### src/rtl/sync_fifo_pro.sv
// sync_fifo_pro: single-clock FIFO with arbitrary depth, occupancy/threshold flags, synchronous
// flush and registered (FWFT=0) or first-word-fall-through (FWFT=1) read. Define KOALA_FIFO_ERR_CHECK_EN for sticky error flags.
module sync_fifo_pro #(
  parameter int  DATA_WIDTH    = 64,
  parameter int  FIFO_DEPTH    = 4,
  parameter int  AFULL_THRESH  = FIFO_DEPTH - 1,
  parameter int  AEMPTY_THRESH = 1,
  parameter bit  FWFT          = 1'b0,
  localparam int CNT_W         = $clog2(FIFO_DEPTH + 1)
) (
  input  logic                  clk,
  input  logic                  rst_n,
  input  logic                  flush_i,
  input  logic                  wr_en_i,
  input  logic [DATA_WIDTH-1:0] wr_data_i,
  input  logic                  rd_en_i,
  output logic [DATA_WIDTH-1:0] rd_data_o,
  output logic                  rd_valid_o,
  output logic                  empty_o,
  output logic                  full_o,
  output logic                  almost_empty_o,
  output logic                  almost_full_o,
  output logic [CNT_W-1:0]      count_o,
  output logic                  overflow_o,
  output logic                  underflow_o
);

  localparam int               PTR_W      = $clog2(FIFO_DEPTH);
  localparam logic [PTR_W-1:0] PTR_LAST   = PTR_W'(FIFO_DEPTH - 1);
  localparam logic [CNT_W-1:0] CNT_FULL   = CNT_W'(FIFO_DEPTH);
  localparam logic [CNT_W-1:0] CNT_AFULL  = CNT_W'(AFULL_THRESH);
  localparam logic [CNT_W-1:0] CNT_AEMPTY = CNT_W'(AEMPTY_THRESH);

  logic [DATA_WIDTH-1:0] mem_r [FIFO_DEPTH];
  logic [PTR_W-1:0]      wr_ptr_r;
  logic [PTR_W-1:0]      rd_ptr_r;
  logic [CNT_W-1:0]      count_r;
  logic                  empty_s;
  logic                  full_s;
  logic                  wr_accept_s;
  logic                  rd_accept_s;

  // Explicit wrap at FIFO_DEPTH-1 so any depth works, not only powers of two.
  function automatic logic [PTR_W-1:0] ptr_inc(input logic [PTR_W-1:0] ptr);
    if (ptr == PTR_LAST) begin
      return {PTR_W{1'b0}};
    end else begin
      return ptr + PTR_W'(1);
    end
  endfunction

  assign empty_s = (count_r == {CNT_W{1'b0}});
  assign full_s  = (count_r == CNT_FULL);

  // Accept qualification: full rejects writes and empty rejects reads, so there is no bypass.
  always_comb begin
    wr_accept_s = 1'b0;
    rd_accept_s = 1'b0;
    if (flush_i) begin
      wr_accept_s = 1'b0;
      rd_accept_s = 1'b0;
    end else begin
      wr_accept_s = wr_en_i && !full_s;
      rd_accept_s = rd_en_i && !empty_s;
    end
  end

  // Storage array, intentionally without reset.
  always_ff @(posedge clk) begin
    if (wr_accept_s) begin
      mem_r[wr_ptr_r] <= wr_data_i;
    end
  end

  // Pointers and occupancy count.
  always_ff @(posedge clk or negedge rst_n) begin
    if (!rst_n) begin
      wr_ptr_r <= {PTR_W{1'b0}};
      rd_ptr_r <= {PTR_W{1'b0}};
      count_r  <= {CNT_W{1'b0}};
    end else if (flush_i) begin
      wr_ptr_r <= {PTR_W{1'b0}};
      rd_ptr_r <= {PTR_W{1'b0}};
      count_r  <= {CNT_W{1'b0}};
    end else begin
      if (wr_accept_s) begin
        wr_ptr_r <= ptr_inc(wr_ptr_r);
      end
      if (rd_accept_s) begin
        rd_ptr_r <= ptr_inc(rd_ptr_r);
      end
      case ({wr_accept_s, rd_accept_s})
        2'b10:   count_r <= count_r + CNT_W'(1);
        2'b01:   count_r <= count_r - CNT_W'(1);
        default: count_r <= count_r;
      endcase
    end
  end

  assign count_o        = count_r;
  assign empty_o        = empty_s;
  assign full_o         = full_s;
  assign almost_empty_o = (count_r <= CNT_AEMPTY);
  assign almost_full_o  = (count_r >= CNT_AFULL);

  if (FWFT == 1'b0) begin : g_reg_read
    logic [DATA_WIDTH-1:0] rd_data_r;
    logic                  rd_valid_r;

    // Registered read port: data loads on an accepted pop, valid pulses the cycle after.
    always_ff @(posedge clk or negedge rst_n) begin
      if (!rst_n) begin
        rd_data_r  <= {DATA_WIDTH{1'b0}};
        rd_valid_r <= 1'b0;
      end else begin
        rd_valid_r <= rd_accept_s;
        if (rd_accept_s) begin
          rd_data_r <= mem_r[rd_ptr_r];
        end
      end
    end

    assign rd_data_o  = rd_data_r;
    assign rd_valid_o = rd_valid_r;
  end else begin : g_fwft_read
    // Head entry is always presented; contents are don't-care while empty.
    assign rd_data_o  = mem_r[rd_ptr_r];
    assign rd_valid_o = !empty_s;
  end

`ifdef KOALA_FIFO_ERR_CHECK_EN
  logic overflow_r;
  logic underflow_r;

  // Sticky error flags; only rst_n clears them, flush does not.
  always_ff @(posedge clk or negedge rst_n) begin
    if (!rst_n) begin
      overflow_r  <= 1'b0;
      underflow_r <= 1'b0;
    end else begin
      if (wr_en_i && full_s && !flush_i) begin
        overflow_r <= 1'b1;
      end
      if (rd_en_i && empty_s && !flush_i) begin
        underflow_r <= 1'b1;
      end
    end
  end

  assign overflow_o  = overflow_r;
  assign underflow_o = underflow_r;
`else
  assign overflow_o  = 1'b0;
  assign underflow_o = 1'b0;
`endif

endmodule
### config.mk
export PLATFORM = sky130hd
export DESIGN_NAME = sync_fifo_pro
export DESIGN_NICKNAME = d
export VERILOG_FILES = /design/src/rtl/sync_fifo_pro.sv
export SDC_FILE = /design/constraint.sdc
export NUM_CORES = 1
export LEC_CHECK = 0
export ABC_AREA = 1
export CAP_MARGIN = 20
export CORE_MARGIN = 2
export CORE_UTILIZATION = 35
export DETAILED_ROUTE_END_ITERATION = 7
export MAX_ROUTING_LAYER = met4
export PLACE_DENSITY_LB_ADDON = 0.05
export SLEW_MARGIN = 20
export SYNTH_ARGS = -nofsm -noshare
export SYNTH_HDL_FRONTEND = slang
export SYNTH_SLANG_ARGS = --single-unit
export TNS_END_PERCENT = 30
### constraint.sdc
create_clock -name clk -period 9.5 [get_ports clk]
set_input_delay 1.425 -clock clk [delete_from_list [all_inputs] [get_ports clk]]
set_output_delay 1.425 -clock clk [all_outputs]
set_load 0.05 [all_outputs]
== Yosys cells after proc, flatten, opt, wreduce, memory -nomap -nowiden ==
Memories as Yosys holds them, arrays and structs flattened. A register that Yosys moved wholly into a read port is not among the register bits.
Cells that the tools add are included.

* Add/sub/neg operators: 4
* Multiply operators: 0
* Divide/modulo/power cells: 0
* Magnitude comparators: 2
* Equal/unequal tests: 5
* Shifts and indexed selects: 0
* Muxes and demuxes: 12
* Bitwise operators: 0
* Reduce and logical (&&, ||, !) cells: 9

{| class="wikitable"
|+ Operator list
! operator !! count
|-
| 2-to-1 mux 2 bit || 6
|-
| == test 2 bit (second input constant) || 3
|-
| one-hot mux 3 bit (2 select lines) || 1
|-
| adder 2 x 1 -> 2 bit (second input constant) || 2
|-
| 2-to-1 mux 1 bit || 4
|-
| nonzero test 2 bit || 2
|-
| adder 3 x 1 -> 3 bit (second input constant) || 1
|-
| == test 3 bit (second input constant) || 1
|-
| greater-or-equal comparator 3 x 2 -> 1 bit (second input constant) || 1
|-
| less-or-equal comparator 3 x 1 -> 1 bit (second input constant) || 1
|-
| zero test 1 bit || 3
|-
| zero test 3 bit || 1
|-
| 2-to-1 mux 3 bit || 1
|-
| nonzero test 3 bit || 1
|-
| subtractor 3 x 1 -> 3 bit (second input constant) || 1
|-
| == test 2 x 1 -> 1 bit (second input constant) || 1
|-
| logical AND 1 bit || 2
|}

* Flip-flop bits (word level): 8
* Bits in latches: 0
* Bits in writable memories: 256
* ROM bits: 0
* Input port bits: 69
* Output and inout port bits: 74
* Logic and storage cells: 37
* Memories kept: 1

{| class="wikitable"
|+ Memories
! memory !! depth !! width !! read ports !! clocked after memory_dff !! write ports !! RTL line !! source
|-
| mem_r || 4 || 64 || 1 || 1 || 1 || 34 || <nowiki>logic [DATA_WIDTH-1:0] mem_r [FIFO_DEPTH];</nowiki>
|}

== Longest topological paths before layout ==
Gate-level depths: netlist of run 1.

* Depth in word-level cells: 7
* Depth in mapped cells: 10
* Mapped depth without buffers: 10

== Worst setup path before layout of run 1 ==
Ideal clock, no wire load.

* Path kind: in2reg
* Start point: input port wr_en_i
* End point: memory mem_r[0][0], enable pin
* Library setup time: 486 ps
* Arrival: 4457 ps
* Required time: 9014 ps
* Slack: 4557 ps
* Cell stages on the path: 4
* Path buffers: 0
* Path through: nand2_1 nor2_1 inv_1 nor2_1

* Longest elaborated chain between the ends: 4

{| class="wikitable"
|+ Ends and longest elaborated chain
! what !! RTL line !! source
|-
| from (decl) || 14 || <nowiki>input logic wr_en_i,</nowiki>
|-
| logical AND 1 bit || 63 || <nowiki>wr_accept_s = wr_en_i && !full_s;</nowiki>
|-
| 2-to-1 mux 1 bit || 59 || <nowiki>if (flush_i) begin</nowiki>
|-
| 2-to-1 mux 1 bit || 70 || <nowiki>if (wr_accept_s) begin</nowiki>
|-
| 2-to-1 mux 1 bit (not written as such) || 71 || <nowiki>mem_r[wr_ptr_r] <= wr_data_i;</nowiki>
|-
| to (decl) || 34 ||
|}

Every way passes these cells.

== Final worst setup path of run 1 ==
* Start point: input port flush_i
* End point: register g_reg_read.rd_data_r[11], in the netlist rd_data_o[11] (read register of mem_r)

* Longest elaborated chain between the ends: 1

{| class="wikitable"
|+ Ends and longest elaborated chain
! what !! RTL line !! source
|-
| from (decl) || 13 || <nowiki>input logic flush_i,</nowiki>
|-
| 2-to-1 mux 1 bit || 59 ||
|-
| to (decl) || 107 || <nowiki>logic [DATA_WIDTH-1:0] rd_data_r;</nowiki>
|}

Every way passes these cells.
A chain may end at the register's enable or synchronous reset.

==> impl_metrics.py, run 1 <==
metrics = {
    "floorplan": {
        "die_w_um": 193,
        "start_util_pct": 35.4,
        "fp.dieH_um": 193,
        "io-pin-count": 143,
        "core_um2": 35400,
        "num_rows": 69,
        "die_area_um2": 37400,
    },
    "worst_setup_path": {
        "reg2reg_from": "count_o[0]$_DFFE_PN0P_",
        "end_kind": "register",
        "r2r_slack_ns": 6.31,
        "reg2reg_to": "rd_data_o[11]$_DFFE_PN0P_",
        "required_ns": 9.95,
        "r2r_cells": 8,
        "path_max_fanout": 67,
        "crit_type": "primary input to register",
        "cp-start-kind": "primary input",
        "arrival_ns": 4.29,
    },
    "yosys": {
        "yosys.area_share.xor_xnor_pct": 0.0699,
        "synth-compound-area-share_pct": 8.58,
        "ys_seq_area_share_pct": 75.7,
        "netlist_area_um2": 12500,
        "synth_simple_gate_area_share_pct": 10.9,
        "synthAdderAreaFrac_pct": 0.998,
        "synth_top_family_by_area": "simple AND/OR/NAND/NOR gates",
        "synth_most_common_cell": "edfxtp_1",
        "synthTopCellsByArea": "edfxtp_1 (61%), dfrtp_1 (14%), nand2_1 (6.5%), nor2_1 (4.1%), o22ai_1 (3.2%)",
        "synth-edff-count": 256,
        "synth_cells": 974,
        "yosys_warnings": 0,
        "yosys.area.top_type": "edfxtp_1",
        "synth_ff_type": "edfxtp_1",
        "yosys.cell_types.count": 22,
        "synth.top_cell.area_share_pct": 61.3,
        "ys_ff_latch": 328,
        "async_flop_share_pct": 22.0,
        "muxShareOfSynthArea_pct": 0,
        "yosys-top-cells-count": "edfxtp_1 (256), nand2_1 (218), nor2_1 (137), o21ai_0 (75), dfrtp_1 (72)",
        "synth.avg_cell_area_um2": 12.9,
    },
    "placed_design": {
        "dp_hpwl_um": 15700,
        "io_buffers": 140,
        "dpl.cell_count": 1529,
        "routabilityCongestion": 0.700,
    },
    "detailed_routing": {
        "drt_iter0_drc": 395,
        "drc": 0,
        "viasPerCell": 4.79,
        "route.vias.total": 7659,
        "drtPass1Iterations": 4,
        "routed_wl_um": 29100,
        "wl_per_cell_um": 18.2,
        "drtAntennaViolNets": 0,
    },
    "global_route": {
        "grt_usage_pct": 16.1,
        "grt_pass1_wl_um": 45600,
        "antenna_found_initial": 1,
        "grt_max_degree": 97,
        "grt_pass1_vias": 7663,
        "grt_overflow_total": 0,
    },
    "pwr": {
        "leakage_nw": 5.77,
        "powerDensity_nw_per_um2": 315,
        "ir_drop_uv": 167,
    },
    "run_status": {
        "status": "finished clean",
    },
    "clock_tree": {
        "clock_sinks": 328,
        "cts_resized": 0,
        "cts_made_buffers": 37,
        "cts_tree": "done",
        "clock_path_buffers": 3,
        "cts_root_buf": "clkbuf_16",
        "cts_hold_buf": 0,
        "htree_levels": 2,
        "clk-insertion-delay-late_ns": 0.51,
        "path_clk_slew_ns": 0.06,
        "post_cts_buffers": 0,
    },
    "sta": {
        "relSlewSlack_pct": 29.8,
        "fin_skew_ns": 0.00794,
        "period_share_pct": 40.5,
        "tns_ns": 0,
        "max_freq_mhz": 260,
        "setup_violations": 0,
        "rsz0062_at_grt": "no",
        "slew_viol_final": 0,
        "tightestPinTransition_ns": 1.05,
        "hold_viol": 0,
        "post-route-min-period_ns": 3.84,
    },
    "run": {
        "cap_violations": 0,
    },
    "hold_path": {
        "hold_start": "rd_data_o[28]$_DFFE_PN0P_",
        "whs_path_depth": 2,
        "worstHoldEndpoint": "rd_data_o[28]$_DFFE_PN0P_",
        "hp-class": "register to register",
    },
    "cells_and_area": {
        "nets": 1187,
        "multiInputGateArea_um2": 2620,
        "drive_gt1_share_pct": 7.31,
        "regArea_um2": 9490,
        "nFillCells": 3313,
        "synthToLayoutAreaGrowth_pct": 23.6,
        "instances_no_fill": 1598,
    },
}
[sequential cells by signal (all words and copies together), names as in the netlist]
signal	count
mem_r	256
rd_data_o	64
count_o	3
rd_ptr_r	2
wr_ptr_r	2
rd_valid_o	1
[per-layer routing]
layer  routed length (um)  GRT usage (%)  vias to the layer above  part of all wire (%)
met5                    0              -                        -                     0
met4                  508           3.90                        0                   1.7
met3                 1320           2.68                       44                   4.5
met2                13300           24.4                      169                    46
met1                14000           22.6                     3745                    48
li1                     -              -                     3701                     -
[where the power goes]
group,internal (mW),switching [mW],total [mW],leakage (nW)
clock network,0.870,0.563,1.43,0.617
registers,1.75,0.115,1.87,3.22
logic,0.484,1.10,1.58,1.93
total,3.11,1.77,4.88,5.77
[worst max-delay path by stage]
| stage | from | end | slack, ns | cells after the start |
|---|---|---|---|---|
| floorplan | wr_en_i | mem_r[0][0]$_DFFE_PP_ | 4.56 | 4 |
| global placement | flush_i | rd_ptr_r[0]$_DFFE_PN0P_ | 5.22 | 7 |
| detailed placement | flush_i | rd_data_o[11]$_DFFE_PN0P_ | 5.13 | 7 |
| CTS | flush_i | rd_data_o[6]$_DFFE_PN0P_ | 5.65 | 7 |
| global route | flush_i | rd_ptr_r[1]$_DFFE_PN0P_ | 5.34 | 7 |
| finish | flush_i | rd_data_o[11]$_DFFE_PN0P_ | 5.66 | 7 |
[layout make-up]
class	instances	area share [%]
clock buffers	48	6.85
flip-flops and latches	328	61.3
repair buffers	152	9.69
well taps	461	3.72
clock inverters	19	1.11
multi-input cells	570	16.9
inverters	19	0.476
diodes	1	0.0161
[stage by stage]
step / worst slack [ns] / area [um^2] / power (mW) / utilization (%) / hold slack (ns)
2_1_floorplan: 4.56 / 12500 / 2.99 / - / 0.571
3_3_place_gp: 5.22 / 14200 / 3.50 / 40.2 / 0.467
3_5_place_dp: 5.13 / 14200 / 3.50 / 40.2 / 0.465
4_1_cts: 5.65 / 15500 / 4.95 / 43.7 / 0.484
5_1_grt: 5.34 / 15500 / 5.14 / 43.8 / 0.496
6_report: 5.66 / 15500 / 4.88 / 43.8 / 0.478
[placed cells by master (no fill, tap or decap), types with 2 or more instances in the layout]
cell	n
clkbuf_16	40
o21ai_0	75
dfrtp_1	70
a21oi_1	2
clkbuf_1	5
clkinv_2	10
nor2_4	4
o21ai_1	58
o22ai_1	64
conb_1	2
buf_4	12
clkbuf_8	3
inv_2	3
nor2_1	133
bufinv_16	3
nand2_1	218
inv_1	15
edfxtp_1	256
ha_1	10
clkdlybuf4s50_1	139
clkinv_1	4
[cells by family (layout without fill, tap and decap cells)]
family,Yosys count,after routing
XOR/XNOR,1,1
flip-flops,328,328
buffers and inverters,77,238
AND/OR/NAND/NOR,358,358
AO/OA/AOI/OAI,199,199
adder cells (fa/ha/maj),10,10
other,1,3
[worst max-delay path, stage by stage]
cell and delay (ns):
clkdlybuf4s50_1 0.45, inv_1 0.16, nand3_4 0.65, inv_2 0.61
buf_4 0.61, nand2_1 0.15, nand2_1 0.08
Power figures use the tool's default switching activity.
==> run 2: changes to the inputs <==
==> constraint.sdc (replaced) <==
create_clock -name clk -period 3.61 [get_ports clk]
set_input_delay 0.5415 -clock clk [delete_from_list [all_inputs] [get_ports clk]]
set_output_delay 0.5415 -clock clk [all_outputs]
set_load 0.05 [all_outputs]
==> run 2 against run 1 <==
Worst setup slack worse by 4.8 ns. Global-route usage up 0.15 points. Final area shrank 0.19%. Total power grew to 2.6 times the previous value. Sequential share of layout area grew 0.11 points. Clock-buffer cell count increased by 3. Clock skew rose by 0.0059 ns. Via count hardly changed. Die area did not move. Critical path type is now register to primary output. Clock power grew 140%. Highest routed layer unchanged. First-iteration DRC count is 20% higher.
==> impl_metrics.py, run 2 (synthesized netlist as in run 1, its figures left out) <==
metrics = {
    "sta": {
        "tightestPinTransition_ns": 0.844,
        "fin_ws_ns": 0.831,
        "max_freq_mhz": 360,
        "period_share_pct": 77.0,
        "relSlewSlack_pct": 43.8,
        "fin_skew_ns": 0.0139,
        "setup_violations": 0,
        "slew_viol_final": 0,
        "hold_viol": 0,
        "post-route-min-period_ns": 2.78,
        "rsz0062_at_grt": "no",
    },
    "cells_and_area": {
        "finalCoreUtilization_pct": 43.7,
        "layout_common_cells": "edfxtp_1 (256), nand2_1 (218), clkdlybuf4s50_1 (139), nor2_1 (133), o21ai_0 (75)",
        "largest_reg_flops": 256,
        "synthToLayoutAreaGrowth_pct": 23.4,
        "regMostFlops": "mem_r",
        "nets": 1192,
        "nFillCells": 3325,
        "drive_gt1_share_pct": 6.66,
        "layout_commonest_cell": "edfxtp_1",
    },
    "floorplan": {
        "die_w_um": 193,
        "core_um2": 35400,
        "num_rows": 69,
        "io-pin-count": 143,
        "start_util_pct": 35.4,
        "fp.dieH_um": 193,
        "die_area_um2": 37400,
    },
    "pwr": {
        "p_seq_share_pct": 39.5,
        "internal-power_mw": 7.92,
        "powerDensity_nw_per_um2": 810,
        "leakage_nw": 5.73,
        "pwr-share-comb_pct": 33.0,
        "power_switching_mw": 4.61,
        "swShare_pct": 36.8,
        "ir_drop_uv": 590,
        "pwr-share-clk_pct": 27.4,
    },
    "clock_tree": {
        "post_cts_buffers": 0,
        "path_clk_slew_ns": 0.06,
        "cts_root_buf": "clkbuf_16",
        "cts_resized": 0,
        "clk-insertion-delay-late_ns": 0.51,
        "cts_hold_buf": 0,
        "clock_sinks": 328,
        "cts_made_buffers": 37,
        "htree_levels": 2,
        "cts_tree": "done",
        "clock_path_buffers": 3,
    },
    "placed_design": {
        "pre_cts_slack_ns": 0.940,
        "dp_hpwl_um": 16300,
        "routabilityCongestion": 0.718,
        "io_buffers": 140,
    },
    "worst_setup_path": {
        "slowest_delay_ns": 0.79,
        "cpMaxStageDelayCell": "clkdlybuf4s50_1",
        "critPathTopFamily": "buffers and inverters",
        "cp_cell_sequence": "inv_1 -> ha_1 -> nand2_4 -> inv_1 -> clkdlybuf4s50_1",
        "arrival_ns": 2.24,
        "cp_common_cell": "inv_1",
        "crit_type": "register to primary output",
        "path_max_fanout": 5,
        "cp-start-kind": "register",
        "required_ns": 3.07,
        "end_kind": "primary output",
        "critPathBufInv": 3,
    },
    "global_route": {
        "grt_pass1_vias": 7705,
        "grt_max_degree": 69,
        "antenna_found_initial": 4,
        "grt_usage_pct": 16.2,
        "grt_pass1_wl_um": 45600,
        "grt_overflow_total": 0,
    },
    "run": {
        "cap_violations": 0,
    },
    "run_status": {
        "status": "finished clean",
    },
    "detailed_routing": {
        "route.vias.total": 7657,
        "drtPass1Iterations": 4,
        "drtAntennaViolNets": 0,
        "viasPerCell": 4.77,
        "drt_iter0_drc": 473,
        "wl_per_cell_um": 18.3,
        "drc": 0,
        "routed_wl_um": 29500,
    },
    "hold_path": {
        "hp-class": "primary input to asynchronous set/reset pin",
    },
}
-- run 2: cell count changes in the layout (fill, tap and decap cells not counted), moves of 2 or more --
cell	before	now
buf_12	1	5
bufinv_16	3	1
clkbuf_1	5	13
clkbuf_16	40	38
clkbuf_8	3	0
clkinv_1	4	8
clkinv_2	10	5
diode_2	1	4
-- run 2: final timing paths --
path | start | endpoint | slack [ns] | cells after the start
min reg2reg | rd_data_o[38]$_DFFE_PN0P_ | rd_data_o[38]$_DFFE_PN0P_ | 0.47 | 2
min in group clk | rd_data_o[38]$_DFFE_PN0P_ | rd_data_o[38]$_DFFE_PN0P_ | 0.47 | 2
max | count_o[0]$_DFFE_PN0P_ | empty_o | 0.83 | 5
min | rst_n | rd_data_o[46]$_DFFE_PN0P_ | 0.14 | 1
max reg2reg | count_o[0]$_DFFE_PN0P_ | mem_r[3][1]$_DFFE_PP_ | 1.11 | 8
max in group asynchronous | rst_n | rd_data_o[21]$_DFFE_PN0P_ | 2.66 | 2
-- run 2: area by class of cell --
cell class                 instances  area (um^2)  share of cell area [%]
clock buffer                      51         1000                    6.46
timing repair buffer             157         1590                    10.3
sequential                       328         9490                    61.4
inverter                          19         73.8                   0.477
tap                              461          577                    3.73
antenna                            4         10.0                  0.0647
clock inverter                    16          110                   0.712
multi-input combinational        570         2620                    16.9
-- run 2: per-stage QoR --
| step | instance area [um^2] | power (mW) | hold slack [ns] | cells | TNS (ns) |
|---|---|---|---|---|---|
| final | 15500 | 12.5 | 0.135 | 1606 | 0 |
| after global routing | 15500 | 13.2 | 0.190 | 1606 | 0 |
| after CTS | 15500 | 12.8 | 0.162 | 1602 | 0 |
| after detailed placement | 14300 | 9.25 | 0.464 | 1535 | 0 |
| after global placement | 14300 | 9.25 | 0.463 | 1535 | 0 |
| after floorplan | 12600 | 7.87 | 0.246 | 975 | -20.71 |
-- run 2: power groups by stage --
| stage | logic, mW | registers, mW | clock network, mW |
|---|---|---|---|
| final | 4.14 | 4.96 | 3.44 |
| after global routing | 4.48 | 5.03 | 3.71 |
| after CTS | 4.23 | 4.97 | 3.56 |
| after detailed placement | 4.21 | 5.04 | 0 |
| after global placement | 4.22 | 5.03 | 0 |
| after floorplan | 1.73 | 6.15 | 0 |
-- run 2: metal layers --
metal / vias to the layer above / GRT usage (%) / share of wire [%]
li1: 3717 / - / -
met1: 3761 / 21.6 / 46
met2: 142 / 25.5 / 47
met3: 37 / 3.64 / 5.0
met4: 0 / 3.62 / 1.6
met5: - / - / 0
